## src/rtl/conv_feeder.sv

```systemverilog
// conv_feeder: raster-order KxK window sequencer over a packed feature map in sync RAM.
// Ports: clk, rstn, start/ready/done ctrl, mem_rd_en/mem_addr/mem_rd_data RAM, en/first_data/last_data/data_o stream; macro CONV_FEEDER_PAD_EN = same padding.
module conv_feeder #(
  parameter int INPUT_NUM = 1,
  parameter int WDP       = 9,
  parameter int IMG_W     = 28,
  parameter int IMG_H     = 28,
  parameter int KSIZE     = 5,
  parameter int ADDR_W    = 10,
  parameter int RD_LAT    = 1
) (
  input  logic                     clk,
  input  logic                     rstn,
  input  logic                     start,
  output logic                     ready,
  output logic                     done,
  output logic                     mem_rd_en,
  output logic [ADDR_W-1:0]        mem_addr,
  input  logic [WDP*INPUT_NUM-1:0] mem_rd_data,
  output logic                     en,
  output logic                     first_data,
  output logic                     last_data,
  output logic [WDP*INPUT_NUM-1:0] data_o
);

`ifdef CONV_FEEDER_PAD_EN
  localparam int P  = (KSIZE - 1) / 2;
  localparam int OW = IMG_W;
  localparam int OH = IMG_H;
  localparam int PW = 4;
`else
  localparam int P  = 0;
  localparam int OW = IMG_W - KSIZE + 1;
  localparam int OH = IMG_H - KSIZE + 1;
  localparam int PW = 3;
`endif

  localparam int MXA  = (IMG_W > IMG_H) ? IMG_W : IMG_H;
  localparam int MAXD = (MXA > KSIZE) ? MXA : KSIZE;
  localparam int CW   = $clog2(MAXD + 1);
  localparam int LW   = (RD_LAT > 1) ? $clog2(RD_LAT) : 1;

  typedef enum logic [1:0] {
    S_IDLE,
    S_RUN,
    S_DRAIN
  } state_t;

  state_t          state_q, state_d;
  logic [CW-1:0]   oy_q, oy_d, ox_q, ox_d;
  logic [CW-1:0]   ky_q, ky_d, kx_q, kx_d;
  logic [LW-1:0]   lat_q, lat_d;
  logic            done_q, done_d;
  logic            issue;
  logic [PW-1:0]   flags;
  logic [PW-1:0]   pipe_q [RD_LAT];

  logic kx_end, ky_end, ox_end, oy_end;
  assign kx_end = (kx_q == CW'(KSIZE - 1));
  assign ky_end = (ky_q == CW'(KSIZE - 1));
  assign ox_end = (ox_q == CW'(OW - 1));
  assign oy_end = (oy_q == CW'(OH - 1));

  always_comb begin
    state_d = state_q;
    oy_d    = oy_q;
    ox_d    = ox_q;
    ky_d    = ky_q;
    kx_d    = kx_q;
    lat_d   = lat_q;
    done_d  = 1'b0;
    issue   = 1'b0;
    unique case (state_q)
      S_IDLE: begin
        if (start) begin
          state_d = S_RUN;
          oy_d    = '0;
          ox_d    = '0;
          ky_d    = '0;
          kx_d    = '0;
        end
      end
      S_RUN: begin
        issue = 1'b1;
        if (kx_end) begin
          kx_d = '0;
          if (ky_end) begin
            ky_d = '0;
            if (ox_end) begin
              ox_d = '0;
              if (oy_end) begin
                oy_d    = '0;
                state_d = S_DRAIN;
                lat_d   = '0;
              end else begin
                oy_d = oy_q + CW'(1);
              end
            end else begin
              ox_d = ox_q + CW'(1);
            end
          end else begin
            ky_d = ky_q + CW'(1);
          end
        end else begin
          kx_d = kx_q + CW'(1);
        end
      end
      S_DRAIN: begin
        // Hold until the last read has come back out of the RAM.
        if (lat_q == LW'(RD_LAT - 1)) begin
          state_d = S_IDLE;
          done_d  = 1'b1;
        end else begin
          lat_d = lat_q + LW'(1);
        end
      end
      default: state_d = S_IDLE;
    endcase
  end

  // Tap coordinate; signed so padded taps can go negative.
  int ty, tx;
  always_comb begin
    ty = int'(oy_q) + int'(ky_q) - P;
    tx = int'(ox_q) + int'(kx_q) - P;
    flags = '0;
    flags[0] = issue;
    flags[1] = issue && (kx_q == '0) && (ky_q == '0);
    flags[2] = issue && kx_end && ky_end;
`ifdef CONV_FEEDER_PAD_EN
    begin
      logic in_map;
      in_map = (ty >= 0) && (ty < IMG_H) && (tx >= 0) && (tx < IMG_W);
      mem_rd_en = issue && in_map;
      flags[3]  = issue && !in_map;
    end
`else
    mem_rd_en = issue;
`endif
    mem_addr = mem_rd_en ? ADDR_W'(ty * IMG_W + tx) : '0;
  end

  always_ff @(posedge clk or negedge rstn) begin
    if (!rstn) begin
      state_q <= S_IDLE;
      oy_q    <= '0;
      ox_q    <= '0;
      ky_q    <= '0;
      kx_q    <= '0;
      lat_q   <= '0;
      done_q  <= 1'b0;
      for (int i = 0; i < RD_LAT; i++) pipe_q[i] <= '0;
    end else begin
      state_q <= state_d;
      oy_q    <= oy_d;
      ox_q    <= ox_d;
      ky_q    <= ky_d;
      kx_q    <= kx_d;
      lat_q   <= lat_d;
      done_q  <= done_d;
      pipe_q[0] <= flags;
      for (int i = 1; i < RD_LAT; i++) pipe_q[i] <= pipe_q[i-1];
    end
  end

  assign ready      = (state_q == S_IDLE);
  assign done       = done_q;
  assign en         = pipe_q[RD_LAT-1][0];
  assign first_data = pipe_q[RD_LAT-1][1];
  assign last_data  = pipe_q[RD_LAT-1][2];

`ifdef CONV_FEEDER_PAD_EN
  assign data_o = (en && !pipe_q[RD_LAT-1][3]) ? mem_rd_data : '0;
`else
  assign data_o = en ? mem_rd_data : '0;
`endif

endmodule

```

## config.mk

```make
export PLATFORM = sky130hd
export DESIGN_NAME = conv_feeder
export DESIGN_NICKNAME = d
export VERILOG_FILES = /design/src/rtl/conv_feeder.sv
export SDC_FILE = /design/constraint.sdc
export NUM_CORES = 1
export LEC_CHECK = 0
export CAP_MARGIN = 20
export CELL_PAD_IN_SITES_DETAIL_PLACEMENT = 0
export CELL_PAD_IN_SITES_GLOBAL_PLACEMENT = 2
export CORE_UTILIZATION = 33
export DETAILED_ROUTE_END_ITERATION = 12
export PLACE_DENSITY = 0.8
export SYNTH_ARGS = -nofsm -noshare
export SYNTH_HDL_FRONTEND = slang
export SYNTH_SLANG_ARGS = --single-unit
```

## constraint.sdc

```tcl
create_clock -name clk -period 6.1 [get_ports clk]
set_input_delay 1.22 -clock clk [delete_from_list [all_inputs] [get_ports clk]]
set_output_delay 1.22 -clock clk [all_outputs]
set_load 0.03 [all_outputs]
```

==> impl_metrics.ini <==
[min_path]
hp-class = flip-flop to flip-flop
holdCritStartpoint = state_q[0]$_DFFE_PN0P_

[sta]
fmaxAchievable_mhz = 172.9
min_period_over_period_pct = 94.79
finClkSkew_ps = 3.345
rsz0062_at_grt = false
relSlewSlack_pct = 68.38
slew_violations = 0
setup_viol = 0
period_minus_slack_ps = 5782
setup_tns_ps = 0
finalHoldViolations = 0
worstMarginPinSlew_ps = 470.9
whs_ps = 512.1

[synth]
ys_warn_count = 0
ys_top_cells_by_area = dfrtp_1 29%, ha_1 15%, fa_1 6.1%
yosysSeqAreaShare_pct = 28.51
ys.flop_type = dfrtp_1
yosysTopAreaCellShare_pct = 28.51
syn_area_sq_um = 2282
synth_edf_count = 0
synth_largest_area_cell = dfrtp_1
ys_ff_latch = 26
syn_nets = 299
netlist_instances = 252
async_reset_ff_share_pct = 100.0
yosysUniqueCellTypes = 44
syn_area_per_cell_sq_um = 9.056

[final_layout]
multi_input_area_sq_um = 1544
stdcell_count = 368
fin_nets = 339
syn_to_final_growth_pct = 22.97
layout_commonest_cell = clkdlybuf4s50_1
final_layout_size_suffix_gt1_share_pct = 6.873
area.sequential_sq_um = 650.6
layout_common_cells = 35 x clkdlybuf4s50_1, 28 x ha_1, 26 x dfrtp_1, 20 x nand2_1
n_antenna_cell = 0
fillerInstances = 629

[worst_setup_path]
slowest_stage = clkdlybuf4s50_1
critPathMaxFanout = 5
worst_ep_arrival_time_ps = 4560
crit_required_ps = 4880
crit_path_start_kind = flip-flop
max_stage_delay_ps = 680
critPathKind = flip-flop to output port
worstPathCellList = ha_1 -> fa_1 -> xor2_1 -> fa_1 -> ha_1 -> fa_1 -> ha_1 -> nand2_1 -> o21ai_0 -> nand4_1 -> a21oi_1 -> clkdlybuf4s50_1
reg2reg_from = state_q[1]$_DFFE_PN0P_
worstSetupEndpointType = output port
crit_start = oy_q[0]$_DFFE_PN0P_

[global_route]
first_global_vias = 1797
grt_overflow = 0
grt_usage_pct = 14.72
antenna_found_initial = 0
grt_pass1_wl_um = 8590
grt_start_max_net_pins = 27

[cts]
clockBufferDepth = 2
clk_latency_ps = 270
cts_hold_buf = 0
cts_root_buf = clkbuf_8
numCtsBuffers = 3
clock_sinks = 26
cts_tree = yes
clk_pin_slew_ps = 90
htreeDepth = 1

[die]
io_pins = 37
start_util_pct = 35.14
die_w_um = 85.16
dieArea_sq_um = 7252
rows = 29
coreArea_sq_um = 6495
die_y_um = 85.16

[placement]
gp_routability_congestion = 0.7286
dpl.cell_count = 364
portBuffers = 36
hpwl_um = 3766

[route]
wl_per_cell_um = 13.38
vias_per_cell = 5.084
vias = 1871
drt-total-wl_um = 4924
dr.pass1.iters = 4
ant_nets = 0
drt_iter0_drc = 87
remaining_drc_errors = 0

[run_status]
outcome = completed

[run]
maxCapViolCount = 0
[repair_timing]
action | CTS | global route
setup buffers | 0 | 0
resized for setup | 0 | 3
setup endpoints to repair | 0 | 2
[through the flow]
stage                     setup slack, ps  instance area [sq um]  utilization (%)
after detailed placement            354.5                   2745            42.27
after floorplan                     756.3                   2282                -
after global placement              451.8                   2745            42.27
after CTS                           17.69                   2800            43.11
after global routing                63.21                   2806            43.21
final                               317.9                   2806            43.21
[sequential cells by signal (all words and copies together), names as in the netlist]
name / cells
state_q: 2
done: 1
ky_q: 5
pipe_q: 3
kx_q: 5
oy_q: 5
ox_q: 5
[cells in the mapped netlist (all sizes together), types with 3 or more instances]
master and instances:
nand2b 4, nand3 13, fa 7, xnor2 6, inv 20, a21oi 12, nor2 20, nand2 20
ha 28, a21o 9, xor2 11, dfrtp 26, nor3 4, nand4 5, buf 3, o31ai 3
o21ai 23, and2 13
[critical path: cells and delay by family (launching register included)]
kind                     cells  cell delay [ps]
AND/OR/NAND/NOR              2              200
XOR/XNOR                     1              260
flip-flops                   1              440
buffers and inverters        1              680
adder cells (fa/ha/maj)      6             2200
AO/OA/AOI/OAI                2              510
[worst paths after layout]
| path | slack, ps | cells after the start | to |
|---|---|---|---|
| worst max-delay path | 320 | 12 | mem_addr[8] |
| worst min-delay path | 510 | 1 | done$_DFF_PN0_ |
| worst max register to register | 3750 | 7 | oy_q[3]$_DFFE_PN0P_ |
| worst min register to register | 510 | 1 | done$_DFF_PN0_ |
| max in group asynchronous | 4540 | 2 | ox_q[2]$_DFFE_PN0P_ |
| min in group asynchronous | 1310 | 2 | state_q[1]$_DFFE_PN0P_ |
[layer usage]
| metal | up-vias | GRT usage [%] | part of all wire, % |
|---|---|---|---|
| li1 | 966 | - | - |
| met1 | 865 | 20.88 | 52 |
| met2 | 35 | 23.97 | 44 |
| met3 | 5 | 2.821 | 4.1 |
| met4 | 0 | 1.849 | 0.37 |
| met5 | - | 0 | 0 |
[cell families (layout without fill, tap and decap cells)]
family                     count (synthesis)  after routing  synth area share (%)
AOI/OAI and AO/OA                         57             57                 15.74
buffers and inverters                     24             63                 4.002
DFF                                       26             26                 28.51
and+or+nand+nor                           91             91                 22.75
muxes                                      2              2                0.9868
xor gates and xnor gates                  17             17                 6.524
adders and majority gates                 35             35                 21.49
[cell type report]
cell class                 count  area share, %
tap                           77          3.433
inverter                      20          2.675
timing repair buffer          39          13.73
sequential                    26          23.18
multi-input combinational    202          55.02
clock buffer                   4          1.962
Power is left out: the tool's default activity adds up to more than one toggle a clock period on the data nets, which glitch-free logic cannot reach.
